===== src/rtl/uart_transmitter.sv =====
// UART transmit engine: serialises one byte into start, 5-8 data bits (LSB first),
// optional parity and 1 or 2 stop bits, paced by the shared single-cycle baud tick.
module uart_transmitter #(
    parameter int   DATA_WIDTH = 8,
    parameter logic IDLE_LEVEL = 1'b1
) (
    input  logic                  clk,
    input  logic                  reset_n,
    input  logic                  tx_en_i,
    input  logic                  tick_1x_i,
    input  logic [DATA_WIDTH-1:0] data_i,
    input  logic                  data_valid_i,
    input  logic [1:0]            data_bits_i,
    input  logic                  parity_en_i,
    input  logic                  parity_odd_i,
    input  logic                  stop2_i,
    output logic                  tx_ready_o,
    output logic                  tx_o,
    output logic                  tx_busy_o,
    output logic                  tx_done_o
);

    typedef enum logic [2:0] {
        IDLE,
        SYNC,
        START,
        DATA,
        PARITY,
        STOP,
        FINISH
    } state_t;

    state_t                state, state_next;
    logic [DATA_WIDTH-1:0] shift_reg, shift_next;
    logic [DATA_WIDTH-1:0] data_masked;
    logic [3:0]            bit_cnt, bit_cnt_next;
    logic [3:0]            num_bits, num_bits_next;
    logic [3:0]            len_in;
    logic                  stop_cnt, stop_cnt_next;
    logic                  parity_bit, parity_next;
    logic                  parity_en, parity_en_next;
    logic                  stop2, stop2_next;
    logic                  tx_reg, tx_next;
    logic                  accept;

    assign len_in     = 4'd5 + {2'b00, data_bits_i};
    assign tx_ready_o = (state == IDLE) & tx_en_i;
    assign accept     = data_valid_i & tx_ready_o;
    assign tx_o       = tx_reg;
    assign tx_busy_o  = (state != IDLE);
    assign tx_done_o  = (state == FINISH);

    // Bits above the selected frame length must not influence parity.
    always_comb begin
        data_masked = '0;
        for (int i = 0; i < DATA_WIDTH; i++) begin
            data_masked[i] = data_i[i] & (i < int'(len_in));
        end
    end

    always_ff @(posedge clk or negedge reset_n) begin
        if (!reset_n) begin
            state      <= IDLE;
            shift_reg  <= '0;
            bit_cnt    <= '0;
            num_bits   <= '0;
            stop_cnt   <= 1'b0;
            parity_bit <= 1'b0;
            parity_en  <= 1'b0;
            stop2      <= 1'b0;
            tx_reg     <= IDLE_LEVEL;
        end else begin
            state      <= state_next;
            shift_reg  <= shift_next;
            bit_cnt    <= bit_cnt_next;
            num_bits   <= num_bits_next;
            stop_cnt   <= stop_cnt_next;
            parity_bit <= parity_next;
            parity_en  <= parity_en_next;
            stop2      <= stop2_next;
            tx_reg     <= tx_next;
        end
    end

    always_comb begin
        state_next     = state;
        shift_next     = shift_reg;
        bit_cnt_next   = bit_cnt;
        num_bits_next  = num_bits;
        stop_cnt_next  = stop_cnt;
        parity_next    = parity_bit;
        parity_en_next = parity_en;
        stop2_next     = stop2;
        tx_next        = tx_reg;

        case (state)
            IDLE: begin
                tx_next = IDLE_LEVEL;
                if (accept) begin
                    shift_next     = data_i;
                    num_bits_next  = len_in;
                    parity_next    = (^data_masked) ^ parity_odd_i;
                    parity_en_next = parity_en_i;
                    stop2_next     = stop2_i;
                    bit_cnt_next   = '0;
                    stop_cnt_next  = 1'b0;
                    state_next     = SYNC;
                end
            end
            SYNC: begin
                if (tick_1x_i) begin
                    tx_next    = ~IDLE_LEVEL;
                    state_next = START;
                end
            end
            START: begin
                if (tick_1x_i) begin
                    tx_next      = shift_reg[0];
                    bit_cnt_next = 4'd1;
                    state_next   = DATA;
                end
            end
            DATA: begin
                if (tick_1x_i) begin
                    if (bit_cnt < num_bits) begin
                        shift_next   = shift_reg >> 1;
                        tx_next      = shift_reg[1];
                        bit_cnt_next = bit_cnt + 4'd1;
                    end else if (parity_en) begin
                        tx_next    = parity_bit;
                        state_next = PARITY;
                    end else begin
                        tx_next    = IDLE_LEVEL;
                        state_next = STOP;
                    end
                end
            end
            PARITY: begin
                if (tick_1x_i) begin
                    tx_next    = IDLE_LEVEL;
                    state_next = STOP;
                end
            end
            STOP: begin
                // stop_cnt counts completed stop periods; stop2 is the last index needed.
                if (tick_1x_i) begin
                    if (stop_cnt == stop2) begin
                        state_next = FINISH;
                    end else begin
                        stop_cnt_next = 1'b1;
                    end
                end
            end
            FINISH: begin
                state_next = IDLE;
            end
            default: begin
                state_next = IDLE;
            end
        endcase
    end

endmodule


===== config.mk =====
export PLATFORM = sky130hd
export DESIGN_NAME = uart_transmitter
export DESIGN_NICKNAME = d
export VERILOG_FILES = /design/src/rtl/uart_transmitter.sv
export SDC_FILE = /design/constraint.sdc
export NUM_CORES = 1
export LEC_CHECK = 0
export BUFFER_PORTS_ARGS = -buffer_cell sky130_fd_sc_hd__buf_2
export CORE_MARGIN = 2
export CORE_UTILIZATION = 35
export CTS_CLUSTER_DIAMETER = 50
export CTS_CLUSTER_SIZE = 14
export DETAILED_ROUTE_END_ITERATION = 12
export HOLD_SLACK_MARGIN = 0.08
export PLACE_DENSITY = 0.54
export SLEW_MARGIN = 20
export SYNTH_ARGS = -nofsm -noshare
export SYNTH_HDL_FRONTEND = slang
export SYNTH_SLANG_ARGS = --single-unit

===== constraint.sdc =====
create_clock -name clk -period 2.55 [get_ports clk]
set_clock_uncertainty 0.2 [all_clocks]
set_input_delay 0.255 -clock clk [delete_from_list [all_inputs] [get_ports clk]]
set_output_delay 0.255 -clock clk [all_outputs]
set_load 0.01 [all_outputs]

After elaboration in Yosys (flattened, before gate mapping)
Index checks and enable logic that the tools add are counted.
{ "word_totals": {"reg_bits": 24, "inputBits": 18, "out_inout_bits": 4} }
{ "op_classes": {"n_addsub": 2, "order_cmp": 9, "n_eq_ne": 17, "n_mux": 30, "n_bitwise": 11, "reduce_logical": 13} }
{ "ops": {"columns": ["operator", "n"], "rows": [
  ["2-to-1 mux 3 bit", 8],
  ["2-to-1 mux 8 bit", 3],
  ["!= test 2 bit (second input constant)", 10],
  ["one-hot mux 3 bit (6 select lines)", 1],
  ["less-than comparator 3 x 4 -> 1 bit (first input constant)", 4],
  ["2-to-1 mux 4 bit", 4],
  ["one-hot mux 8 bit (2 select lines)", 1],
  ["one-hot mux 4 bit (3 select lines)", 1],
  ["bitwise AND 1 bit", 10],
  ["2-to-1 mux 1 bit", 10],
  ["AND reduction 5 bit", 2],
  ["== test 3 bit (second input constant)", 3],
  ["less-than comparator 1 x 4 -> 1 bit (first input constant)", 2],
  ["less-than comparator 2 x 4 -> 1 bit (first input constant)", 2],
  ["AND reduction 4 bit", 2],
  ["AND reduction 8 bit", 1],
  ["XOR reduction 8 bit", 1],
  ["== test 3 x 2 -> 1 bit (second input constant)", 2],
  ["nonzero test 3 bit", 2],
  ["one-hot mux 1 bit (5 select lines)", 1],
  ["nonzero test 5 bit", 1],
  ["adder 3 x 2 -> 4 bit (first input constant)", 1],
  ["adder 4 x 1 -> 4 bit (second input constant)", 1],
  ["less-than comparator 4 bit", 1],
  ["other kinds (7)", 8]
]} }

Longest topological paths before layout
{ "depth": {"ltp_word": 5, "ltp_mapped": 7, "depth_no_buf": 7} }

Least setup slack after synthesis
No wires, ideal clock.
{ "synth_timing": {"path_kind": "register -> register", "startpoint": "register bit_cnt[3]", "endpoint": "register shift_reg[1]", "setup_ns": 0.125, "t_arrival_ns": 1.601, "slack_ns": 0.625, "path_stages_with_launch": 6, "n_path_buf": 0, "path_cell_list": "dfrtp_1 > ha_1 > a21oi_1 > o21ai_2 > o21bai_4 > mux2_2"} }
{ "synth_between": {"elab_chain_len": 3} }
{ "synth_rtl": {"columns": ["element", "line", "source"], "rows": [
  ["start, declared", "36", "logic [3:0] bit_cnt, bit_cnt_next;"],
  ["start signal, assigned", "75", "bit_cnt <= bit_cnt_next;"],
  ["less-than comparator 4 bit", "125", "if (bit_cnt < num_bits) begin"],
  ["!= test 2 bit (no line)", null, null],
  ["AND reduction 4 bit (no line)", null, null],
  ["end signal, assigned", "74", "shift_reg <= shift_next;"],
  ["end, declared", "34", "logic [DATA_WIDTH-1:0] shift_reg, shift_next;"]
]} }
No other way between the ends.
A chain may end at the register's enable or synchronous reset.

Worst setup path after layout
{ "layout_timing": {"startpoint": "register bit_cnt[3]", "endpoint": "register shift_reg[6]"} }
Same word-level chain as after synthesis.

==> reports/metrics.yaml <==
holdPathEnd: "shift_reg[0]$_DFFE_PN0P_"
gp_congestion: 0.779
finalCritPeriodShare: 0.825
post_cts_resized: 0
fillCellCount: 415
cts_setup_buffers: 0
io_buffers: 21
synth_area_per_cell_um2: 9.36
drc_errors: 0
cts_tree: "done"
routedWlPerCell_um: 13.5
met2_usage: 0.243
rows: 23
routed_wl_um: 3110
clk_path_buf_depth: 2
synth-warning-count: 0
drive_gt1_frac: 0.243
gr-usage-all-layers: 0.151
setup-tns-final_ns: 0
initial_core_util: 0.365
cts_max_level: 1
drtAntennaViolNets: 0
die_w_um: 68.8
reg2reg_from: "bit_cnt[3]$_DFFE_PN0P_"
antenna_found_initial: 0
hold_path_depth: 3
synth_cell_types: 44
grtUsageMet1: 0.211
syn_nets: 182
num-nets-final: 207
regArea_um2: 602
root_buffer: "clkbuf_8"
status: "complete, no violations"
timing.rr.end: "shift_reg[6]$_DFFE_PN0P_"
place_inst: 222
largest_reg_flops: 8
drv_slew: 0
die_h_um: 68.8
peakVddDrop_v: 0.000432
grt_use_met3: 0.0211
hold_buffers: 5
crit_arrival_ns: 2.06
grt-ovfl-total: 0
rrSetupSlack_ns: 0.45
synthCells: 157
cts.sinks: 24
power_uw: 2020
async_reset_ff_frac: 1.00
dpl.hpwl_um: 2340
drt_iter0_markers: 29
grt_max_degree: 25
numCtsBuffers: 3
worst_path_max_delay_cell: "dfrtp_1"
rsz0062_at_grt: "no"
relSlewSlack: 0.627
syn_area_um2: 1470
cap_violations: 0
worst_hold_path_type: "in2reg"
yosysSeqAreaShare: 0.409
io_pins: 22
setup_violations: 0
fmax_mhz: 475
grt_pass1_wl_um: 5290
synth_enable_flop_cells: 0
via_count: 1173
clk_pin_slew_worst_paths_ns: 0.09
via_per_inst: 5.08
drt-pass1-iter-count: 4
p_leak_uw: 0.000795
synth_flop_cell: "dfrtp_1"
synth_seq_cells: 24
finalNonFillerCells: 231
multi_input_area_um2: 772
hp-start: "data_i[0]"
design.die.area_um2: 4730
crit_fanout: 8
slowest_delay_ns: 0.42
finalHoldViolCount: 0
finalWorstPathRequiredPeriod_ns: 2.10
powerDensity_nw_per_um2: 1180
ff2ff_path_depth: 5
crit_chain: "ha_1 -> a21oi_1 -> o21ai_2 -> o21bai_4 -> mux2_2"
required_ns: 2.51
grt_pass1_vias: 1118
grt_busiest_layer: "met2"
cp-start-kind: "flop"
num_antenna_cells: 0
endpoint_kind: "flop"
area_growth_pct: 16.1
clk_latency_ns: 0.27
worstSetupPathType: "reg2reg"
coreArea_um2: 4030
worstMarginPinSlew_ns: 0.560
synth_stat cells (all sizes together), types with 3 or more instances:
cell,number,share of area
a21oi,10,0.037
buf,7,0.032
dfrtp,23,0.39
ha,7,0.060
inv,12,0.031
mux2,8,0.061
nand2,26,0.066
nand3,3,0.010
nor2,6,0.015
nor3,3,0.018
o21a,3,0.015
o21ai,11,0.040
xnor2,7,0.042
through the flow:
step,worst slack (ns),area (um^2),hold WS [ns],util
floorplan,0.625,1470,-0.241,-
global placement,0.523,1600,0.0804,0.398
detailed placement,0.437,1600,0.0818,0.398
CTS,0.435,1710,0.129,0.424
global route,0.262,1710,0.152,0.424
finish,0.446,1710,0.117,0.424
metal layers:
| layer | share of wire | vias up |
|---|---|---|
| met4 | 0.0045 | 0 |
| met2 | 0.51 | 18 |
| met3 | 0.023 | 2 |
| met1 | 0.46 | 558 |
| li1 | - | 595 |
| met5 | 0 | - |
where the power goes:
group	total (uW)	switching (uW)	internal (uW)
clock network	263	125	138
registers	746	174	572
logic	1010	540	468
logic make-up after synthesis:
kind of cell             count (synthesis)  share of synthesized area
AND/OR/NAND/NOR                         50                      0.164
AO/OA/AOI/OAI                           38                      0.179
XOR/XNOR                                 8                     0.0477
multiplexers                            10                     0.0749
buffers and inverters                   20                     0.0655
flip-flops                              24                      0.409
adder cells (fa/ha/maj)                  7                     0.0596
critical path, delay by kind of cell (launching register included):
| kind | cells | cell delay (ns) |
|---|---|---|
| adders and majority gates | 1 | 0.32 |
| AOI/OAI and AO/OA | 3 | 0.68 |
| muxes | 1 | 0.37 |
| DFF | 1 | 0.42 |
final cells by class:
cell class / instances / share of cell area
Inverter: 12 / 0.0264
Tap cell: 50 / 0.0367
Timing Repair Buffer: 28 / 0.0997
Clock buffer: 4 / 0.0323
Multi-Input combinational cell: 113 / 0.452
Sequential cell: 24 / 0.353
worst max path at each step:
stage / from / end / slack, ns / depth (start not counted)
final: bit_cnt[3]$_DFFE_PN0P_ / shift_reg[6]$_DFFE_PN0P_ / 0.45 / 5
after global routing: bit_cnt[3]$_DFFE_PN0P_ / shift_reg[4]$_DFFE_PN0P_ / 0.26 / 5
after CTS: bit_cnt[3]$_DFFE_PN0P_ / shift_reg[6]$_DFFE_PN0P_ / 0.44 / 5
after detailed placement: bit_cnt[3]$_DFFE_PN0P_ / shift_reg[6]$_DFFE_PN0P_ / 0.44 / 5
after global placement: bit_cnt[3]$_DFFE_PN0P_ / shift_reg[1]$_DFFE_PN0P_ / 0.52 / 5
after floorplan: bit_cnt[3]$_DFFE_PN0P_ / shift_reg[1]$_DFFE_PN0P_ / 0.62 / 5
cells in the final DEF (no fill, tap or decap), drive strengths merged, types with 2 or more instances in the layout:
cell	instances
o21ai	11
mux2i	2
clkbuf	4
nor2b	2
nand3	3
a21oi	10
nor3	3
inv	12
mux2	8
nand2	26
buf	23
o21a	3
dfrtp	23
nor2	6
dlygate4sd3	5
and2	2
xnor2	7
a31oi	2
o211ai	2
ha	7
Note: power is estimated with default switching activity, not from simulation.
